## config.mk

```make
export PLATFORM = sky130hd
export DESIGN_NAME = status_flag_register
export DESIGN_NICKNAME = d
export VERILOG_FILES = /design/src/rtl/status_flag_register.sv
export SDC_FILE = /design/constraint.sdc
export NUM_CORES = 1
export LEC_CHECK = 0
export ABC_AREA = 1
export BUFFER_PORTS_ARGS = -buffer_cell sky130_fd_sc_hd__buf_2
export CAP_MARGIN = 20
export CORE_ASPECT_RATIO = 1.2
export CORE_UTILIZATION = 27
export DETAILED_ROUTE_END_ITERATION = 16
export PLACE_DENSITY = 0.8
export SLEW_MARGIN = 5
export SYNTH_ARGS = -nofsm -noshare
export SYNTH_HDL_FRONTEND = slang
export SYNTH_SLANG_ARGS = --single-unit
```

## constraint.sdc

```tcl
create_clock -name clk -period 1.6 [get_ports clk]
set_input_delay 0.32 -clock clk [delete_from_list [all_inputs] [get_ports clk]]
set_output_delay 0.32 -clock clk [all_outputs]
set_load 0.01 [all_outputs]
```

## src/rtl/status_flag_register.sv

```systemverilog
// status_flag_register
//
// Producer side of the NZCV status path in the EXE stage. Derives N, Z, C, V
// from the current ALU operation and holds them in the architectural status
// register read by the condition-check logic. A one-entry shadow copy supports
// exception entry (save) and return (restore).
//
// Ports:
//   clk           rising-edge clock
//   rst           asynchronous reset, active-low
//   alu_cmd       EXE command code (selects arithmetic vs logical flag rules)
//   op_a, op_b    ALU operands (only the MSBs matter, for overflow)
//   alu_result    ALU result for the same instruction
//   alu_carry     ALU carry-out (for SUB/SBC: 1 = no borrow)
//   s_update      instruction valid with S bit set
//   freeze        pipeline stall; blocks every register write this cycle
//   exc_save      copy current status into shadow
//   exc_restore   copy shadow into status
//   status        registered {N,Z,C,V}
//   status_next   value status takes at the next edge
//   saved_status  registered shadow {N,Z,C,V}
//   flags_changed registered pulse: status changed at the last edge
`timescale 1ns/1ps

module status_flag_register #(
    parameter int WIDTH = 32
) (
    input  logic             clk,
    input  logic             rst,
    input  logic [3:0]       alu_cmd,
    input  logic [WIDTH-1:0] op_a,
    input  logic [WIDTH-1:0] op_b,
    input  logic [WIDTH-1:0] alu_result,
    input  logic             alu_carry,
    input  logic             s_update,
    input  logic             freeze,
    input  logic             exc_save,
    input  logic             exc_restore,
    output logic [3:0]       status,
    output logic [3:0]       status_next,
    output logic [3:0]       saved_status,
    output logic             flags_changed
);

    typedef enum logic [3:0] {
        CMD_MOV = 4'b0001,
        CMD_MVN = 4'b1001,
        CMD_ADD = 4'b0010,
        CMD_ADC = 4'b0011,
        CMD_SUB = 4'b0100,
        CMD_SBC = 4'b0101,
        CMD_AND = 4'b0110,
        CMD_ORR = 4'b0111,
        CMD_EOR = 4'b1000
    } alu_cmd_e;

    logic       add_type;
    logic       sub_type;
    logic       a_msb;
    logic       b_msb;
    logic       r_msb;
    logic       flag_n;
    logic       flag_z;
    logic       flag_c;
    logic       flag_v;
    logic [3:0] derived;
    logic [3:0] saved_next;

    // Only the operand sign bits feed the overflow rule; the rest is
    // deliberately ignored.
    logic unused_operand_bits;
    assign unused_operand_bits = ^{op_a[WIDTH-2:0], op_b[WIDTH-2:0]};

    assign a_msb = op_a[WIDTH-1];
    assign b_msb = op_b[WIDTH-1];
    assign r_msb = alu_result[WIDTH-1];

    // Command decode. Any code outside the arithmetic group, including
    // undefined ones, follows the logical/move rule.
    // NOTE: every always_comb output gets a default first so no path leaves
    // it unassigned, which would otherwise infer a latch.
    always_comb begin
        add_type = 1'b0;
        sub_type = 1'b0;
        case (alu_cmd)
            CMD_ADD, CMD_ADC: add_type = 1'b1;
            CMD_SUB, CMD_SBC: sub_type = 1'b1;
            default: ;
        endcase
    end

    // Flag derivation. C and V on logical ops keep the registered value,
    // i.e. whatever the preceding edge wrote.
    always_comb begin
        flag_n = r_msb;
        flag_z = (alu_result == '0);
        flag_c = status[1];
        flag_v = status[0];
        if (add_type) begin
            flag_c = alu_carry;
            flag_v = (a_msb == b_msb) && (r_msb != a_msb);
        end else if (sub_type) begin
            flag_c = alu_carry;
            flag_v = (a_msb != b_msb) && (r_msb != a_msb);
        end
    end

    assign derived = {flag_n, flag_z, flag_c, flag_v};

    // Write-source selection; freeze dominates, then restore, then S update.
    always_comb begin
        status_next = status;
        if (freeze) begin
            status_next = status;
        end else if (exc_restore) begin
            status_next = saved_status;
        end else if (s_update) begin
            status_next = derived;
        end
    end

    // The shadow captures the pre-edge status, so save+restore in one cycle
    // swaps the two registers.
    always_comb begin
        saved_next = saved_status;
        if (!freeze && exc_save) begin
            saved_next = status;
        end
    end

    // NOTE: sequential state uses non-blocking assignments so every register
    // samples the pre-edge values, which the swap behaviour depends on.
    // NOTE: the shadow is reset along with status; an exception return after
    // reset must not restore stale flags.
    always_ff @(posedge clk or negedge rst) begin
        if (!rst) begin
            status        <= 4'b0000;
            saved_status  <= 4'b0000;
            flags_changed <= 1'b0;
        end else begin
            status        <= status_next;
            saved_status  <= saved_next;
            flags_changed <= (status_next != status) && !freeze;
        end
    end

endmodule

```

==> key figures <==
Status
  – Outcome: complete, but fails checks
  – Violated checks: setup timing

Final layout
  – Final design utilization: 0.526
  – # nets final: a little under 300
  – Area grow syn2layout: 77.9%
  – FILL cells: 236
  – Non-Filler Instances: 213
  – Antenna diodes: 0
  – Share of layout cells above drive strength 1: 0.522

Timing
  – Period utilization: 1.04
  – Min cycle time layout: 1660 ps
  – Max Slew Vio Count: 0
  – Worst slew pin tran: 204 ps
  – RSZ-0062 raised after global routing: true
  – Setup Skew: 0.725 ps
  – Final hold slack: around 330 ps
  – Final setup vio count: 1
  – Final worst setup slack: -63.2 ps
  – Slew HR: 0.863
  – Fmax: 0.601 GHz
  – Fin. Hold Viols: 0

Logic synthesis
  – Post-synth EDFFs: 0
  – Share of the synthesized area in the top cell type: 0.320
  – Netlist cell types: 19
  – YS warnings: 0
  – Biggest area consumer among synthesized cells: dfrtp_1
  – Ys flop type: dfrtp_1
  – Synthesized flop and latch total: 9
  – Synth top cells by count: nand2_1, nor2_1, inv_1
  – Most common cell in the synthesized netlist: nand2_1
  – Syn_area_per_cell: around 6 um^2
  – Syn Std Cell Area: 703 um^2
  – Mapped Nets: 223
  – Post-synthesis sequential area ratio: 0.320
  – Synth area leaders: dfrtp_1, nand2_1, nor2_1, inv_1, a21oi_1
  – Post-Syn Instances: 116
  – Ys async rst share: 1.00

Power and ir drop
  – Clock network fraction of total power: 0.202
  – Psw: 0.295 mW
  – Leakage power figure: 0.679 nW
  – Sw Ratio: 0.349
  – Sequential Power Share: 0.348
  – Pwr Density: 675 nW/um^2
  – VDD IR-drop max: 682 uV
  – Comb power frac: 0.449
  – Cell-internal power: 0.550 mW

Floorplan
  – Site Rows: 19
  – Die W: 48.6 um
  – Full die area: 2810 um^2
  – Die Y: 57.9 um
  – Starting Density: 0.296
  – Io pins: 120
  – Core ar.: 2380 um^2

Worst hold path
  – WHS Path Cells: 2
  – Hold path start: freeze
  – Worst hold path type: in2reg
  – Hold endpoint: status[1]

Global route
  – Largest net degree at the start of global routing: 10
  – Tot GR Track Use: 0.143
  – Initial antenna violation count: 0
  – Vias in the first global route: 847
  – First-pass GRT wire length: 3.28 mm
  – GRT Residual Overflow: 0

Detailed routing
  – DRC viols: 0
  – Final wirelength: 2.15 mm
  – Post-DR vias/cell: 4.46
  – Antenna-violating nets left: 0
  – Via count: around 950
  – Routed WL per cell: 10.1 um
  – Initial DRC Count: 10
  – DR pass1 iterations: 4

Placement
  – Gp weighted congestion: 0.811
  – Placed cells: ~200
  – Input/output buffers: 56
  – Post-detail-place hpwl: between 1.5 and 2 mm

Setup path
  – WP data required: 1280 ps
  – FF-to-FF Start: status[3]
  – CP Cell Sequence: buf_6, nor2_4, nand2_1, nor2_1, nand2_1, nor2_1, nand2_1, nand3_2, nand2_2, a21oi_2, buf_2
  – CP max stage delay: roughly 150 ps
  – Crit Path Category: in2out
  – Worst setup SP type: primary input
  – Crit-path max FO: 2
  – Data arrival, critical path: approximately 1300 ps
  – R2r setup slk: 260 ps
  – CP Capture Type: primary output
  – Crit-path slowest cell: a21oi_2
  – Most frequent CP cell: nand2_1
  – Family with the most delay on the worst path: simple AND/OR/NAND/NOR gates
  – Buf/Inv on CP: 2
  – Levels on crit path: 11
  – Worst Reg-to-Reg Cells: 8
  – FF-to-FF End: flags_changed

Clock network
  – Cts bufs inserted: 3
  – H-tree lvl count: 1
  – Clock Latency Late Sink: 250 ps
  – CTS tree: built
  – CTS root buf: clkbuf_4
  – Clk sink count: 9
  – CTS max path bufs: 2
  – Clk slew on worst S/H paths: 60 ps

Run
  – Max_cap viols: 0
state kept, by name, indices dropped and copies added, names as in the netlist:
| name | flops |
|---|---|
| flags_changed | 1 |
| saved_status | 4 |
| status | 4 |
what timing repair did:
| action | CTS | global route |
|---|---|---|
| endpoints found under the hold margin | 9 | 0 |
| hold buffers | 1 | 0 |
| pin swaps | 3 | 21 |
| setup endpoints to repair | 4 | 4 |
| cloned | 0 | 0 |
| buffers inserted | 1 | 4 |
| resized for setup | 8 | 30 |
cell type report:
type	count	area, um^2	share of cell area
multi-input combinational	92	493	0.394
timing repair buffer	62	409	0.327
sequential	9	225	0.180
inverter	15	58.8	0.0470
tap	31	38.8	0.0310
clock buffer	4	26.3	0.0210
layer usage:
metal / GRT usage / part of all wire
met4: 0.0168 / 0
met3: 0.0499 / 0.092
met2: 0.270 / 0.51
met1: 0.159 / 0.40
met5: 0 / 0
layout by cell type (no fill, tap or decap), types with 3 or more instances in the layout:
cell and count:
inv_2 7, inv_1 7, buf_2 43, nand2_2 5, nand2_1 39, clkbuf_4 3, buf_6 13, o21ai_0 4
nor2_2 5, dfrtp_1 9, a21oi_1 4, nor2_1 13, nand3_1 3, buf_4 5
power by group through the flow:
stage                     logic [mW]  registers, mW  clock network (mW)
after floorplan                0.138          0.317                   0
after global placement         0.288          0.302                   0
after detailed placement       0.296          0.302                   0
after CTS                      0.322          0.295               0.176
after global routing           0.415          0.299               0.192
final                          0.380          0.294               0.171
how the worst max path moves through the flow:
stage	start	to	slack (ps)
2_1_floorplan	alu_result[19]	status_next[2]	190
3_3_place_gp	alu_result[29]	status_next[2]	-120
3_5_place_dp	alu_result[29]	status_next[2]	-150
4_1_cts	alu_result[19]	status_next[2]	-60
5_1_grt	alu_result[15]	status_next[2]	-140
6_report	alu_result[8]	status_next[2]	-60
logic make-up after synthesis:
group | share of synthesized area
AND/OR/NAND/NOR | 0.457
AO/OA/AOI/OAI | 0.130
flip-flops | 0.320
buffers and inverters | 0.0801
XOR/XNOR | 0.0125
stage by stage:
stage | area, um^2 | setup slack, ps | TNS [ps] | total power [mW]
after CTS | 1100 | -61.3 | -61.3 | 0.793
after global placement | 1020 | -124 | -124 | 0.590
after global routing | 1250 | -145 | -278 | 0.906
final | 1250 | -63.2 | -63.2 | 0.845
after detailed placement | 1020 | -147 | -200 | 0.597
after floorplan | 703 | 191 | 0 | 0.455
No activity file was read; power rests on OpenSTA's default activity.
